`src/rtl/des_key_scheduler.sv`:
```
// des_key_scheduler
//   Sequential DES key-schedule engine. Takes the PC-1-permuted key halves
//   C0/D0 and produces the 16 round subkeys, one per accepted valid/ready beat.
//   Encrypt mode left-rotates per SHIFT_SCHED; decrypt mode emits the same keys
//   in reverse order by right-rotating.
//
//   Optional feature macro: DES_KS_PC2_EN
//     defined   : subkey_o[47:0] = PC-2({C,D}) in FIPS 46-3 bit order,
//                 subkey_o[55:48] = 0 (HALF_W must be 28).
//     undefined : subkey_o = {C,D}.
//
// Ports
//   clk, rst      clock, synchronous active-high reset
//   start_i       load request, accepted only while busy_o = 0
//   decrypt_i     mode sampled with start_i (1 = decrypt)
//   c0_i, d0_i    initial C/D halves
//   busy_o        high from accepted start until the last subkey handshake
//   key_valid_o   subkey_o/round_o valid
//   key_ready_i   consumer accepts current subkey
//   round_o       round index 0..15 of the current subkey
//   subkey_o      current round key
//   done_o        one-cycle pulse after the round-15 handshake
module des_key_scheduler #(
    parameter int unsigned HALF_W      = 28,
    parameter logic [15:0] SHIFT_SCHED = 16'h8103
) (
    input  logic                  clk,
    input  logic                  rst,
    input  logic                  start_i,
    input  logic                  decrypt_i,
    input  logic [HALF_W-1:0]     c0_i,
    input  logic [HALF_W-1:0]     d0_i,
    output logic                  busy_o,
    output logic                  key_valid_o,
    input  logic                  key_ready_i,
    output logic [3:0]            round_o,
    output logic [2*HALF_W-1:0]   subkey_o,
    output logic                  done_o
);

    generate
        if (HALF_W < 3) begin : g_bad_half_w
            $error("des_key_scheduler: HALF_W must be >= 3");
        end
    endgenerate

    typedef enum logic {S_IDLE, S_RUN} state_t;

    state_t            state_q, state_d;
    logic [HALF_W-1:0] c_q, c_d, d_q, d_d;
    logic [3:0]        round_q, round_d;
    logic              mode_q, mode_d;
    logic              done_q, done_d;

    // by1 = 1 rotates by one position, otherwise by two.
    function automatic logic [HALF_W-1:0] rotl(input logic [HALF_W-1:0] x, input logic by1);
        return by1 ? {x[HALF_W-2:0], x[HALF_W-1]}
                   : {x[HALF_W-3:0], x[HALF_W-1:HALF_W-2]};
    endfunction

    function automatic logic [HALF_W-1:0] rotr(input logic [HALF_W-1:0] x, input logic by1);
        return by1 ? {x[0], x[HALF_W-1:1]}
                   : {x[1:0], x[HALF_W-1:2]};
    endfunction

    always_comb begin
        state_d = state_q;
        c_d     = c_q;
        d_d     = d_q;
        round_d = round_q;
        mode_d  = mode_q;
        done_d  = 1'b0;
        case (state_q)
            S_IDLE: begin
                if (start_i) begin
                    state_d = S_RUN;
                    mode_d  = decrypt_i;
                    round_d = '0;
                    // Encrypt applies round 1's rotation at load; decrypt
                    // round 1 is the fully rotated key, i.e. C0/D0 itself.
                    if (decrypt_i) begin
                        c_d = c0_i;
                        d_d = d0_i;
                    end else begin
                        c_d = rotl(c0_i, SHIFT_SCHED[0]);
                        d_d = rotl(d0_i, SHIFT_SCHED[0]);
                    end
                end
            end
            S_RUN: begin
                if (key_ready_i) begin
                    if (round_q == 4'd15) begin
                        state_d = S_IDLE;
                        round_d = '0;
                        done_d  = 1'b1;
                    end else begin
                        round_d = round_q + 4'd1;
                        // Next encrypt round r = round_q+2 uses bit r-1;
                        // next decrypt round r undoes encrypt round 18-r, bit 17-r.
                        if (mode_q) begin
                            c_d = rotr(c_q, SHIFT_SCHED[4'd15 - round_q]);
                            d_d = rotr(d_q, SHIFT_SCHED[4'd15 - round_q]);
                        end else begin
                            c_d = rotl(c_q, SHIFT_SCHED[round_q + 4'd1]);
                            d_d = rotl(d_q, SHIFT_SCHED[round_q + 4'd1]);
                        end
                    end
                end
            end
            default: state_d = S_IDLE;
        endcase
    end

    always_ff @(posedge clk) begin
        if (rst) begin
            state_q <= S_IDLE;
            c_q     <= '0;
            d_q     <= '0;
            round_q <= '0;
            mode_q  <= 1'b0;
            done_q  <= 1'b0;
        end else begin
            state_q <= state_d;
            c_q     <= c_d;
            d_q     <= d_d;
            round_q <= round_d;
            mode_q  <= mode_d;
            done_q  <= done_d;
        end
    end

    assign busy_o      = (state_q == S_RUN);
    assign key_valid_o = (state_q == S_RUN);
    assign round_o     = round_q;
    assign done_o      = done_q;

`ifdef DES_KS_PC2_EN
    generate
        if (HALF_W != 28) begin : g_bad_pc2_width
            $error("des_key_scheduler: DES_KS_PC2_EN requires HALF_W == 28");
        end
    endgenerate

    // FIPS 46-3 PC-2: entry i is the 1-based source bit (bit 1 = MSB of {C,D})
    // of output bit i+1 (bit 1 = MSB of the 48-bit subkey).
    localparam int unsigned PC2_TAB [48] = '{
        14, 17, 11, 24,  1,  5,  3, 28, 15,  6, 21, 10,
        23, 19, 12,  4, 26,  8, 16,  7, 27, 20, 13,  2,
        41, 52, 31, 37, 47, 55, 30, 40, 51, 45, 33, 48,
        44, 49, 39, 56, 34, 53, 46, 42, 50, 36, 29, 32
    };

    logic [2*HALF_W-1:0] cd;
    logic [47:0]         pc2_key;

    assign cd = {c_q, d_q};

    always_comb begin
        pc2_key = '0;
        for (int unsigned i = 0; i < 48; i++) begin
            pc2_key[6'(47 - i)] = cd[6'(56 - PC2_TAB[i])];
        end
    end

    assign subkey_o = {8'h00, pc2_key};
`else
    assign subkey_o = {c_q, d_q};
`endif

endmodule

```
`config.mk`:
```
export PLATFORM = sky130hd
export DESIGN_NAME = des_key_scheduler
export DESIGN_NICKNAME = d
export VERILOG_FILES = /design/src/rtl/des_key_scheduler.sv
export SDC_FILE = /design/constraint.sdc
export NUM_CORES = 1
export LEC_CHECK = 0
export CORE_ASPECT_RATIO = 1.25
export CORE_MARGIN = 2
export CORE_UTILIZATION = 40
export CTS_CLUSTER_SIZE = 40
export DETAILED_ROUTE_END_ITERATION = 10
export PLACE_DENSITY = 0.66
export SYNTH_ARGS = -nofsm -noshare
export SYNTH_HDL_FRONTEND = slang
export SYNTH_SLANG_ARGS = --single-unit
```
`constraint.sdc`:
```
create_clock -name clk -period 2.4 [get_ports clk]
set_input_delay 0.36 -clock clk [delete_from_list [all_inputs] [get_ports clk]]
set_output_delay 0.36 -clock clk [all_outputs]
set_load 0.02 [all_outputs]
```
==> results of run 1 <==
[where the power goes]
group	total, W	leakage [nW]	internal, W	switching, W
sequential	0.00125	0.517	0.00112	0.000127
combinational	0.00106	2.19	0.000508	0.000553
clock	0.00128	0.141	0.000801	0.000475
[cell type report]
cell class / instances / area [um^2]
sequential: 63 / 1262
multi-input combinational: 521 / 3598
clock buffer: 14 / 284.0
tap: 168 / 210.2
timing repair buffer: 159 / 1647
fill: 1232 / 5667
inverter: 29 / 108.9
[path summary, 6_finish.rpt]
path / start / to / slack, ps / cells past startpoint
min: d_q[16] / d_q[18] / 540 / 2
max: round_o[0] / c_q[13] / 130 / 7
max reg2reg: round_o[0] / c_q[13] / 130 / 7
min reg2reg: d_q[16] / d_q[18] / 540 / 2
[kinds of logic (layout without fill, tap and decap cells)]
logic type	Yosys count	in the layout	synth area share [%]
AND/OR/NAND/NOR	205	205	20.40
multiplexers	90	90	17.74
buffers and inverters	99	202	8.337
adder cells (fa/ha/maj)	5	5	1.188
flip-flops	63	63	23.94
XOR/XNOR	3	3	0.6415
AO/OA/AOI/OAI	218	218	27.74
[sequential cells by signal, summed over array words and instances, names as in the netlist]
name,cells
busy_o,1
c_q,28
done_o,1
mode_q,1
d_q,28
round_o,4
[synthesized netlist by cell type (all sizes together) (5+ instances only)]
library cell / count / share of area (%)
a211oi: 6 / 1.1
a21oi: 33 / 3.1
a31oi: 53 / 6.3
buf: 32 / 3.6
clkbuf: 38 / 2.7
dfxtp: 63 / 24
ha: 5 / 1.2
inv: 29 / 2.1
mux2: 17 / 3.6
mux2i: 73 / 14
nand2: 52 / 3.8
nand3: 55 / 5.2
nor2: 19 / 1.4
nor3: 17 / 1.6
nor4: 6 / 0.71
o211a: 22 / 4.2
o211ai: 9 / 1.4
o21ai: 55 / 5.4
o22ai: 16 / 2.0
o2bb2ai: 11 / 1.8
or4: 44 / 6.3
[critical path, stage by stage (launching register included)]
cell and delay (ps):
dfxtp_1 400, inv_1 110, ha_2 410, o21ai_1 140, o22a_2 270, buf_12 180
or4_1 490, o211a_1 150
[routing by layer]
layer	up-vias	part of all wire (%)	track usage, %
li1	2818	-	-
met1	2902	43	33.40
met2	276	49	43.63
met3	41	5.7	2.818
met4	0	3.1	11.98
met5	-	0	0
[per-stage QoR]
stage               hold WS, ps  total power (W)
finish                    541.7         0.003584
CTS                       538.4         0.003588
global placement          520.9         0.002288
global route              580.1         0.003724
detailed placement        530.9         0.002313
floorplan                 532.0         0.001833
==> metrics.md, run 1 <==
| Metric | Value |
|---|---|
| Outcome | finished clean |
| Worst Path Required | 2630 ps |
| Post-CTS Repair Setup Buffers | 0 |
| Final instance area | 7111 um^2 |
| Slew HR | 61.82% |
| DRC violations left | 0 |
| Number of max-cap violations | 0 |
| WL final | 18680 um |
| Vias in the first global route | 5935 |
| CP endpoint kind | register |
| Ys Warns | 0 |
| Seq cells post-synth | 63 |
| Pwr dens | 504.0 nW/um^2 |
| Clock latency on the worst-skew pair | 340 ps |
| RSZ-0062 raised after global routing | no |
| Total number of vias | 6037 |
| CTS buffer count | 9 |
| Final nets | 849 |
| Num ports | 124 |
| Core footprint | 12780 um^2 |
| Critical path class | register to register |
| Post-Synthesis Cells | 683 |
| Starting Density | 41.23% |
| Routed length per placed instance | 19.58 um |
| Max Fclk | 440.9 MHz |
| Clock transition at path regs | 50 ps |
| Gpl congestion | 0.8515 |
| Die area | 14110 um^2 |
| Clock Skew | 6.977 ps |
| DP HPWL | 12620 um |
| Hold WC Path Type | register to register |
| Share of async-settable or async-resettable flops after synthesis | 0% |
| Min cycle time layout | 2268 ps |
| Via-to-Cell Ratio | 6.328 |
| Yosys cell types | 52 |
| Final Cycle Share | 94.51% |
| Initial antenna violation count | 0 |
| P&R area growth vs syn | 34.99% |
| Ratio of cells with drive above 1 in the final layout | 10.56% |
| Root buf cell | clkbuf_16 |
| Worst-path maximum fanout | 31 |
| Pre-CTS setup slack | 49.19 ps |
| CTS H-Tree Depth | 3 |
| Number of diodes | 0 |
| Most common cell after layout, fill and taps aside | clkdlybuf4s50_1 |
| Row cnt | 46 |
| VDD IR-drop max | 0.2894 mV |
| Syn_nets | 749 |
| Die Y | 132.3 um |
| Fin util | 55.65% |
| First-pass GRT wire length | 30260 um |
| Starting DRT DRC Count | 418 |
| GR Overflow Total | 0 |
| Largest net degree at the start of global routing | 52 |
| Post-place instance area | 6822 um^2 |
| Clock Tree Buf Depth | 2 |
| Crit path DAT | 2490 ps |
| Final Slew Violations | 0 |
| Most frequent cells in the layout | clkdlybuf4s50_1, mux2i_1, dfxtp_1, nand3_1, a31oi_1 |
| Total track usage | 26.07% |
| Final setup TNS | 0 ps |
| Synth Cell Area | 5268 um^2 |
| CTS tree | yes |
| EDFF count, synth | 0 |
| Port bufs | 123 |
| Final WS setup | 131.9 ps |
| Placed insts | 940 |
| Antenna Violating Nets Remaining | 0 |
| Die Span X | 106.6 um |
| Post-cts sizing count | 1 |
| Leak | 2.852 nW |
| TritonRoute pass-1 iters | 5 |
| Primary FF master, synth | dfxtp_1 |
| Worst-margin pin slew | 572.7 ps |
| Cts hold-fix bufs | 0 |
| Clock net sink count | 63 |
| Crit start category | register |
| Avg Cell Area, Syn | 7.712 um^2 |
| Sequential fraction of the synthesis area | 23.94% |
| Layout Cells excl Fill | 954 |
| Final setup viols | 0 |
| Final hold violation count | 0 |
Power figures use the tool's default switching activity.
==> run 2, diff against run 1 <==
- CAP_MARGIN: default -> 25
- CTS_CLUSTER_DIAMETER: default -> 150
==> results of run 2 <==
Same layout as run 1: the final DEF is identical, and so are final timing and power.
